## src/rtl/rat_ctrl.sv

```systemverilog
// Rename-stage RAT sequencer: arbitrates dispatch renames, CDB wakeups
// and the identity-init / RRAT-restore walks onto the RAT write ports.
module rat_ctrl #(
   parameter int NUM_ARCH = 32,
   parameter int NUM_PHYS = 64,
   parameter int PW       = $clog2(NUM_PHYS),
   parameter int AW       = $clog2(NUM_ARCH)
) (
   input  logic          clk,
   input  logic          rst,
   input  logic          disp_valid,
   input  logic [AW-1:0] disp_rd,
   input  logic [PW-1:0] disp_pd,
   output logic          disp_ready,
   input  logic          cdb_valid,
   input  logic [PW-1:0] cdb_pd,
   input  logic          flush_req,
   output logic [AW-1:0] rrat_idx,
   input  logic [PW-1:0] rrat_pd,
   output logic          rat_we,
   output logic [AW-1:0] rat_rd,
   output logic [PW-1:0] rat_pd,
   output logic          rat_valid_wr,
   output logic          rat_cdb_we,
   output logic [PW-1:0] rat_cdb_pd,
   output logic          busy,
   output logic          recover_done
);

   typedef enum logic [1:0] {
      S_INIT,
      S_IDLE,
      S_RECOVER,
      S_DONE
   } state_e;

   localparam logic [AW-1:0] LAST = AW'(NUM_ARCH - 1);

   state_e        state_q, state_d;
   logic [AW-1:0] cnt_q, cnt_d;

   always_comb begin
      state_d = state_q;
      cnt_d   = cnt_q;
      unique case (state_q)
         S_INIT: begin
            cnt_d = cnt_q + 1'b1;
            if (cnt_q == LAST) state_d = S_DONE;
         end
         S_IDLE: begin
            if (flush_req) begin
               state_d = S_RECOVER;
               cnt_d   = '0;
            end
         end
         S_RECOVER: begin
            if (flush_req) begin
               cnt_d = '0;
            end else begin
               cnt_d = cnt_q + 1'b1;
               if (cnt_q == LAST) state_d = S_DONE;
            end
         end
         S_DONE: begin
            cnt_d   = '0;
            state_d = flush_req ? S_RECOVER : S_IDLE;
         end
      endcase
   end

   always_ff @(posedge clk or negedge rst) begin
      if (!rst) begin
         state_q <= S_INIT;
         cnt_q   <= '0;
      end else begin
         state_q <= state_d;
         cnt_q   <= cnt_d;
      end
   end

   // Outputs are gated by rst so an async reset silences them at once.
   always_comb begin
      disp_ready   = 1'b0;
      rrat_idx     = '0;
      rat_we       = 1'b0;
      rat_rd       = '0;
      rat_pd       = '0;
      rat_valid_wr = 1'b0;
      rat_cdb_we   = 1'b0;
      rat_cdb_pd   = '0;
      busy         = 1'b0;
      recover_done = 1'b0;
      if (rst) begin
         unique case (state_q)
            S_INIT: begin
               rat_we       = 1'b1;
               rat_rd       = cnt_q;
               rat_pd       = PW'(cnt_q);
               rat_valid_wr = 1'b1;
               busy         = 1'b1;
            end
            S_IDLE: begin
               disp_ready = !flush_req;
               rat_we     = disp_valid && !flush_req
                            && (disp_rd != '0);
               rat_rd     = disp_rd;
               rat_pd     = disp_pd;
               rat_cdb_we = cdb_valid && !flush_req;
               rat_cdb_pd = cdb_pd;
            end
            S_RECOVER: begin
               rrat_idx     = cnt_q;
               rat_we       = 1'b1;
               rat_rd       = cnt_q;
               rat_pd       = rrat_pd;
               rat_valid_wr = 1'b1;
               busy         = 1'b1;
            end
            S_DONE: begin
               recover_done = 1'b1;
               busy         = 1'b1;
            end
         endcase
      end
   end

endmodule

```

## config.mk

```make
export PLATFORM = sky130hd
export DESIGN_NAME = rat_ctrl
export DESIGN_NICKNAME = d
export VERILOG_FILES = /design/src/rtl/rat_ctrl.sv
export SDC_FILE = /design/constraint.sdc
export NUM_CORES = 1
export LEC_CHECK = 0
export CORE_MARGIN = 2
export CORE_UTILIZATION = 30
export CTS_BUF_LIST = sky130_fd_sc_hd__clkbuf_16
export DETAILED_ROUTE_END_ITERATION = 8
export GPL_ROUTABILITY_DRIVEN = 0
export PLACE_DENSITY = 0.74
export SLEW_MARGIN = 20
export SYNTH_ARGS = -nofsm -noshare
export SYNTH_HDL_FRONTEND = slang
export SYNTH_SLANG_ARGS = --single-unit
export TNS_END_PERCENT = 100
```

## constraint.sdc

```tcl
create_clock -name clk -period 2 [get_ports clk]
set_input_delay 0.4 -clock clk [delete_from_list [all_inputs] [get_ports clk]]
set_output_delay 0.4 -clock clk [all_outputs]
set_load 0.01 [all_outputs]
```

# Word-level counts from Yosys, hierarchy flattened

Index checks and enable logic that the tools add are counted.
Widths: inputs -> output; s select.

Add/subtract/negate cells: 1
Equal/unequal tests: 6
Mux-type cells: 28
Reduce and logical (&&, ||, !) cells: 9

Operator list:

| cell                | count |
|---|---|
| $mux 5              | 5 |
| $pmux 5 s4          | 1 |
| $mux 6              | 3 |
| $pmux 6 s3          | 1 |
| $mux 1              | 11 |
| $pmux 5 s2          | 1 |
| $mux 2              | 4 |
| $pmux 2 s4          | 1 |
| $add 5x1->5 const B | 1 |
| $eq 5x5->1 const B  | 1 |
| $reduce_bool 5->1   | 1 |
| $eq 2x2->1 const B  | 2 |
| $ne 2x2->1 const B  | 2 |
| $logic_and 1x1->1   | 3 |
| $reduce_or 3->1     | 1 |
| $eq 2x1->1 const B  | 1 |
| $logic_not 2->1     | 1 |
| $pmux 1 s2          | 1 |
| $reduce_and 2->1    | 1 |
| $reduce_or 2->1     | 1 |
| $logic_not 1->1     | 1 |

Register bits: 7
Bits of input ports: 28
Output and inout bits: 28
Word-level logic and storage cells: 46

# Depth between registers and ports, before layout

Gate-level depths: netlist of run 1.

Word-level depth: 5
Gate-level depth with buffers: 6
Depth with buffers taken out: 6

# Worst setup path after synthesis of run 1

OpenSTA, ideal clock, no wires.

Path type: reg2reg
Start point: reg cnt_q[0]
End point: reg cnt_q[4]
Setup time: 122 ps
Arrival time: 1,371 ps
Data required time: 1,878 ps
Path slack: 507 ps
Stages on the path, launching flop included: 7
Buffers on the path: 0
Period minus slack after synthesis: 1,493 ps
Cells stage by stage: dfrtp_1 > ha_1 > and3_1 > ha_1 > nor2b_1 > a21oi_1 > o2bb2ai_1

Word-level cells in the longest chain between the ends: 3

RTL lines:

| what                   | line   | RTL |
|---|---|---|
| start, declared        | 40     | `logic [AW-1:0] cnt_q, cnt_d;` |
| start signal, assigned | 77     | `cnt_q <= cnt_d;` |
| $add 5x1->5 *          | 47, 60 |  |
| $mux 5                 | 57     | `if (flush_req) begin` |
| $pmux 5 s4 *           | 45     | `unique case (state_q)` |

Mark *: on every way between the ends. The rest lies on a longest branch, timed or not.
A chain may end at the register's enable or synchronous reset.

# Worst setup path after layout of run 1

Start point: reg state_q[0]
End point: out rat_we

Word-level cells in the longest chain between the ends: 4
Elaborated cells between the ends (all ways): 6
Those cells by class: eq/ne (2); mux (2); reduce/logical (2)

RTL lines:

| what                                          | line | RTL |
|---|---|---|
| start, declared                               | 39   | `state_e state_q, state_d;` |
| start signal, assigned                        | 76   | `state_q <= state_d;` |
| $eq 2x2->1 or $logic_not 2->1 (tied branches) | 94   | `unique case (state_q)` |
| $reduce_or 2->1 (no line)                     | --   |  |
| $pmux 1 s2 *                                  | 94   |  |
| $mux 1 *                                      | 93   | `if (rst) begin` |
| end, declared                                 | 20   | `output logic rat_we,` |

Marked as above.

==> metrics.md, run 1 <==
| Metric | Value |
|---|---|
| Max transition margin | `83.5%` |
| HP Class | `in -> async` |
| Worst-path clk slew | `about 0.040 ns` |
| Largest net degree at the start of global routing | `17` |
| Hold_ws | `around 0.27 ns` |
| Clock Tree Buf Depth | `2` |
| Unrepaired setup endpoints after global routing | `no` |
| Worst-Margin Slew | `between 0.2 and 0.25 ns` |
| TritonCTS clock tree | `done` |
| FFs w/ async S/R, synth | `100%` |
| Number of global-route vias before repair | `about 900` |
| Routed vias/inst | `just under 5` |
| I/O pin cnt | `56` |
| Post-Syn Area | `787 µm²` |
| Max cap viols | `0` |
| Tcrit/Tclk final | `between 90% and 100%` |
| Cell variety after synth | `33` |
| Core Region | `between 2000 and 2500 µm²` |
| DRC | `0` |
| Warnings from Yosys | `0` |
| CTS Sinks | `7` |
| Avg Inst Size Synth | `8.37 µm²` |
| Setup WS pre-CTS | `-0.356 ns` |
| Final hold vios | `0` |
| Area of the multi-input gates | `approximately 550 µm²` |
| Main synth FF type | `dfrtp_1` |
| ANT nets after route | `0` |
| All-Layer GR Usage | `between 10% and 20%` |
| Area grow syn2layout | `91.6%` |
| Count of endpoints failing setup in the final report | `0` |
| Synth area leaders | `dfrtp_1 22%, buf_6 7.2%, and3_1 6.4%` |
| Area leader, netlist | `dfrtp_1` |
| Setup Skew | `0.00284 ns` |
| PwrDens | `around 1000 nW/µm²` |
| Crit path DAT | `1.57 ns` |
| Die W | `between 50 and 60 µm` |
| Ant diodes | `0` |
| Max Slew Vio Count | `0` |
| 1st-pass router iterations | `5` |
| Starting density of the core | `a little under a third` |
| Post-synth EDFFs | `0` |
| Post-synth top area share | `between 20% and 30%` |
| Seq/Total Area, Yosys | `22.3%` |
| Layout cells sized above 1 | `21.6%` |
| Synth top cells by count | `13 x nand2_1, 8 x and3_1, 7 x dfrtp_1, 7 x nor2_1` |
| Hpwl dp | `approximately 2.1 mm` |
| Sequential Area | `approximately 180 µm²` |
| First-pass GRT wire length | `4.53 mm` |
| Syn_nets | `124` |
| CP required | `around 1.6 ns` |
| Row count | `18` |
| Fin crit period | `just under 2 ns` |
| GRT overflow | `0` |
| Peak VDD IR | `~0.00068 V` |
| Iteration-0 DRC Markers | `13` |
| # fillers | `245` |
| Fin nets | `around 190` |
| Via count | `between 900 and 1000` |
| Crit-path max cell delay | `roughly 0.44 ns` |
| Startpoint types | `register` |
| Synth Register Bits | `7` |
| Total Routed Length | `around 2.7 mm` |
| Crit Path Class | `reg -> out` |
| CTS Buf Count | `3` |
| Die ar. | `between 3000 and 4000 µm²` |
| Leakage | `about 0.75 nW` |
| Status | `complete, no violations` |
| Final worst setup slack | `roughly 0.03 ns` |
| Clock Latency Late Sink | `roughly 0.23 ns` |
| Crit. End Element | `primary output` |
| Root buffer cell | `clkbuf_16` |
| Cells after Synth | `94` |
| Die height | `between 50 and 60 µm` |
| Total power | `roughly 0.0015 W` |
| CP max FO | `6` |
| PortBufs | `55` |
| Worst path cell trace | `nor2b_4 > buf_4 > and2_4 > a41o_1 > clkdlybuf4s15_1` |
| H-tree depth | `1` |
| FMAX | `just over 0.5 GHz` |
| WL/cell | `approximately 14 µm` |
| Critical path's slowest cell | `dfrtp_2` |
| Most frequent cell after synthesis | `nand2_1` |
| Initial antenna violation count | `0` |
==> worst max-delay path: cells and delay by family (launching register included) <==
family	cells	cell delay, ns
AND/OR/NAND/NOR	2	0.32
AO/OA/AOI/OAI	1	0.20
buffers and inverters	2	0.36
flip-flops	1	0.44
==> placed cells by master, fill, tap and decap left out, types with 2 or more instances in the layout <==
master and n:
mux2_1 3, buf_4 16, dlygate4sd2_1 20, dfrtp_2 2
and2_1 5, mux2_2 2, nand2_1 13, ha_1 2
a32o_1 2, dfrtp_1 5, nor2_1 5, inv_1 2
nor2b_1 5, a21boi_1 5, clkdlybuf4s50_1 27, clkdlybuf4s15_1 8
a22o_1 5, and3_1 8, clkbuf_16 3, o2bb2ai_1 2
a21oi_1 4
==> routing by layer <==
metal	track usage [%]	vias to the layer above	part of all wire (%)
met5	0	-	0
met1	22.5	447	44
li1	-	471	-
met2	33.5	31	51
met4	3.14	0	0.96
met3	2.81	4	3.6
==> kinds of logic (layout without fill, tap and decap cells) <==
kind of cell,count (synthesis),in the layout,share of synthesized area (%)
and+or+nand+nor,46,46,32.6
AOI/OAI and AO/OA,23,23,23.2
muxes,5,5,7.15
DFF,7,7,22.3
adders and majority gates,2,2,3.18
xor gates and xnor gates,2,2,2.23
buffers and inverters,9,77,9.38
==> metrics by stage <==
step	cells	util [%]	instance area, µm²	TNS [ns]
3_5_place_dp	186	57.2	1420	-7.69
3_3_place_gp	186	57.2	1420	-7.21
5_1_grt	192	60.9	1510	0
6_report	192	60.9	1510	0
2_1_floorplan	94	-	787	0
4_1_cts	192	60.5	1500	0
==> power by group <==
group          switching [W]  internal (W)
Sequential         0.0000737      0.000208
Clock              0.0000820      0.000261
Combinational       0.000424      0.000480
Total               0.000580      0.000949
==> what timing repair did <==
action | CTS | global route
buffers inserted | 2 | 0
endpoints found under the setup margin | 28 | 7
resized for setup | 36 | 7
hold buffers | 0 | 0
==> layout make-up <==
cell class                 count  area share, %
clock buffer                   3           4.98
clock inverter                 1          0.249
inverter                       1          0.249
multi-input combinational     78           36.7
sequential                     7           11.8
tap                           30           2.49
timing repair buffer          72           43.6
==> worst paths after layout <==
| kind | cells past startpoint | start | to | slack (ns) |
|---|---|---|---|---|
| max | 5 | state_q[0] | rat_we | 0.03 |
| min | 2 | rst | cnt_q[1] | 0.27 |
| max reg2reg | 7 | cnt_q[0] | cnt_q[4] | 0.33 |
| min reg2reg | 2 | cnt_q[0] | cnt_q[0] | 0.62 |
| max in group asynchronous | 3 | rst | cnt_q[4] | 1.48 |
| min in group clk | 2 | cnt_q[0] | cnt_q[0] | 0.62 |
==> flip-flops by register name, summed over array words and instances (netlist names) <==
name,flops
cnt_q,5
state_q,2
Power figures use the tool's default switching activity.
==> inputs of run 2 (changes only) <==
--- a/config.mk
+++ b/config.mk
@@ -5,12 +5,13 @@
 export SDC_FILE = /design/constraint.sdc
 export NUM_CORES = 1
 export LEC_CHECK = 0
+export ABC_AREA = 1
 export CORE_MARGIN = 2
 export CORE_UTILIZATION = 30
 export CTS_BUF_LIST = sky130_fd_sc_hd__clkbuf_16
 export DETAILED_ROUTE_END_ITERATION = 8
 export GPL_ROUTABILITY_DRIVEN = 0
-export PLACE_DENSITY = 0.74
+export PLACE_DENSITY = 0.76
 export SLEW_MARGIN = 20
 export SYNTH_ARGS = -nofsm -noshare
 export SYNTH_HDL_FRONTEND = slang
==> run 2 against run 1 <==
Compared with the run above: synthesized area down 7.6%; sequential power down 20%; sequential cell count unchanged; cell count up 17%; sequential share of layout area up 0.11 points.
==> metrics.md, run 2 <==
| Metric | Value |
|---|---|
| Status | `complete, no violations` |
| First-pass GRT wire length | `4.49 mm (-0.93%)` |
| Routed vias/inst | `4.84 (-2.5%)` |
| Via count | `1089 (+14%)` |
| Commonest non-fill, non-tap cells in the layout | `27 x clkdlybuf4s50_1, 25 x nand2_1, 24 x nand3_1` |
| Worst path cell trace | `buf_4 > nand2_2 > nor2_1 > clkdlybuf4s50_1` |
| Leakage | `0.829 nW (+10%)` |
| Clock Tree Buf Depth | `2 (unchanged)` |
| Adder-cell share of the synthesized area | `3.44% (+0.26 points)` |
| Main synth FF type | `dfrtp_1` |
| Syn_nets | `155 (+25%)` |
| Unrepaired setup endpoints after global routing | `no` |
| Post-synthesis xor/xnor area fraction | `0% (-2.2 points)` |
| Critical path's slowest cell | `clkdlybuf4s50_1` |
| Warnings from Yosys | `0 (unchanged)` |
| Crit Path Class | `reg -> out` |
| Area leader, netlist | `dfrtp_1` |
| Tcrit/Tclk final | `97.7% (-0.78 points)` |
| Placed cell areas | `1370 µm² (-3.2%)` |
| Count of endpoints failing setup in the final report | `0 (unchanged)` |
| FFs w/ async S/R, synth | `100% (unchanged)` |
| Cell variety after synth | `20 (-39%)` |
| CP top delay family | `buffers and inverters` |
| Die ar. | `2830 µm² (-7.1%)` |
| Layout cells sized above 1 | `18.3% (-3.3 points)` |
| Iteration-0 DRC Markers | `30 (+17)` |
| Post-synthesis mux area share | `0% (-7.2 points)` |
| CTS Sinks | `7 (unchanged)` |
| HP Class | `in -> async` |
| TritonCTS clock tree | `done` |
| 1st-pass router iterations | `4 (-1)` |
| Max Slew Vio Count | `0 (unchanged)` |
| Peak VDD IR | `0.000627 V (-7.5%)` |
| I/O pin cnt | `56 (unchanged)` |
| Final core occ | `66.3% (+5.4 points)` |
| Final hold vios | `0 (unchanged)` |
| ANT nets after route | `0 (unchanged)` |
| Hpwl dp | `2.23 mm (+6.2%)` |
| Die W | `53.2 µm (-3.6%)` |
| Synth area leaders | `dfrtp_1 24%, nand3_1 17%, nand2_1 13%` |
| Fin nets | `228 (+18%)` |
| Post-synth top area share | `24.1% (+1.8 points)` |
| Clock Latency Late Sink | `0.23 ns (about the same)` |
| Finished Layout Cells | `225 (+17%)` |
| Biggest registers after layout | `cnt_q x5, state_q x2` |
| Final instance area | `1490 µm² (-0.91%)` |
| Buffers & Inverters on Critical Path | `2 (unchanged)` |
| GRT overflow | `0 (unchanged)` |
| Seq/Total Area, Yosys | `24.1% (+1.8 points)` |
| CP required | `1.60 ns (about the same)` |
| CTS Buf Count | `3 (unchanged)` |
| Largest net degree at the start of global routing | `12 (-5)` |
| PwrDens | `610 nW/µm² (-40%)` |
| Largest Register | `cnt_q` |
| Most frequent cell after synthesis | `nand2_1` |
| Synth top cells by count | `26 x nand2_1, 25 x nand3_1, 23 x inv_1` |
| Largest family of logic cells by synthesized area | `simple AND/OR/NAND/NOR gates` |
| Post-Syn Area | `727 µm² (-7.6%)` |
| Max cap viols | `0 (unchanged)` |
| Fin crit period | `1.95 ns (-0.0156 ns)` |
| WL/cell | `13.1 µm (-7.5%)` |
| Cells after Synth | `125 (+33%)` |
| Setup Skew | `0.00110 ns (-0.00174 ns)` |
| All-Layer GR Usage | `21.2% (+3.0 points)` |
| Startpoint types | `register` |
| Post-Synth Simple-Gate Area | `47.5% (+15 points)` |
| Avg Inst Size Synth | `5.82 µm² (-31%)` |
| Synth Register Bits | `7 (unchanged)` |
| Area grow syn2layout | `106%` |
| Post-synth EDFFs | `0 (unchanged)` |
| CP max FO | `7 (+1)` |
| Die height | `53.2 µm (-3.6%)` |
| # fillers | `209 (-15%)` |
| Setup TNS | `0 ns (unchanged)` |
| Placed Cells | `214 (+15%)` |
| Total Routed Length | `2.95 mm (+8.4%)` |
| Final worst setup slack | `0.0456 ns (+0.0156 ns)` |
| Crit. End Element | `primary output` |
| Starting density of the core | `32.2% (+0.47 points)` |
| Crit-path max cell delay | `0.55 ns (+0.11 ns)` |
| Worst-path clk slew | `0.04 ns (about the same)` |
| Initial antenna violation count | `0 (unchanged)` |
| Row count | `17 (-1)` |
| Number of global-route vias before repair | `1022 (+13%)` |
| Ant diodes | `0 (unchanged)` |
| H-tree depth | `1 (unchanged)` |
| Max transition margin | `73.2% (-10 points)` |
| PortBufs | `55 (unchanged)` |
| Commonest non-fill, non-tap cell in the layout | `clkdlybuf4s50_1` |
| FMAX | `0.512 GHz (+0.80%)` |
| Max reg flops | `5 (unchanged)` |
| Hold-fix buffers, CTS | `0 (unchanged)` |
| Compound-gate portion of the synthesized area | `8.78% (-14 points)` |
| Core Region | `2250 µm² (-9.0%)` |
| Setup WS pre-CTS | `-0.350 ns (+0.00539 ns)` |
| Root buffer cell | `clkbuf_16` |
| Crit path DAT | `1.55 ns (-0.02 ns)` |
| Worst-Margin Slew | `0.402 ns (+0.156 ns)` |
| DRC | `0 (unchanged)` |
[run 2: changes by cell type after synthesis, moves of 7 or more]
cell	delta
nand3_1	+24
inv_1	+22
nand2_1	+13
and3_1	-8
nor2_1	+7
[run 2: final timing paths]
path	from	endpoint	slack (ns)	cells past startpoint
min	rst	cnt_q[4]	0.23	2
max reg2reg	cnt_q[0]	cnt_q[4]	0.69	6
min reg2reg	cnt_q[3]	cnt_q[3]	0.59	2
min in group clk	cnt_q[3]	cnt_q[3]	0.59	2
max in group asynchronous	rst	state_q[1]	1.56	2
max	state_q[1]	recover_done	0.05	4
[run 2: worst register-to-register path: stages (launching register included)]
cell and delay, ns:
dfrtp_1 0.42, ha_1 0.23, nand2_1 0.10, nor2_1 0.05, ha_1 0.27, nand2_1 0.06, o21ai_0 0.07
[run 2: timing repair]
item	in CTS	in global routing
gates resized for setup	37	16
buffers inserted	7	0
endpoints found under the setup margin	28	9
pin swaps	1	0
[run 2: area by class of cell]
type	instances	area, µm²	area share (%)
clock buffer	3	75.1	5.03
clock inverter	1	3.75	0.251
inverter	24	95.1	6.37
multi-input combinational	90	452	30.2
sequential	7	178	11.9
tap	28	35.0	2.35
timing repair buffer	72	656	43.9
[run 2: cell families (layout without fill, tap and decap cells)]
family                   Yosys count  after routing
adder cells (fa/ha/maj)            2              2
buffers and inverters             28            100
AO/OA/AOI/OAI                     12             12
flip-flops                         7              7
AND/OR/NAND/NOR                   76             76
[run 2: routing by layer]
layer	GRT usage, %	vias to the layer above	wire length [µm]
li1	-	544	-
met1	25.0	504	1210
met2	39.3	39	1540
met3	3.95	2	183
met4	4.27	0	16
met5	0	-	0
[run 2: power by group]
group	leakage (nW)	internal, W	switching [W]
logic	0.699	0.000180	0.000172
registers	0.0881	0.000173	0.0000520
clock network	0.0423	0.000260	0.0000748
[run 2: metrics by stage]
stage / hold WS (ns) / power [W]
final: 0.227 / 0.000911
after detailed placement: 0.585 / 0.000587
after CTS: 0.219 / 0.000915
after global placement: 0.561 / 0.000576
after floorplan: 0.104 / 0.000379
after global routing: 0.232 / 0.000968
==> inputs of run 3 (changes only) <==
--- a/config.mk
+++ b/config.mk
@@ -6,6 +6,8 @@
 export NUM_CORES = 1
 export LEC_CHECK = 0
 export ABC_AREA = 1
+export ABC_CLOCK_PERIOD_IN_PS = 2000
+export CAP_MARGIN = 20
 export CORE_MARGIN = 2
 export CORE_UTILIZATION = 30
 export CTS_BUF_LIST = sky130_fd_sc_hd__clkbuf_16
==> results of run 3 <==
Final layout, timing and power as in run 2 (identical DEF).
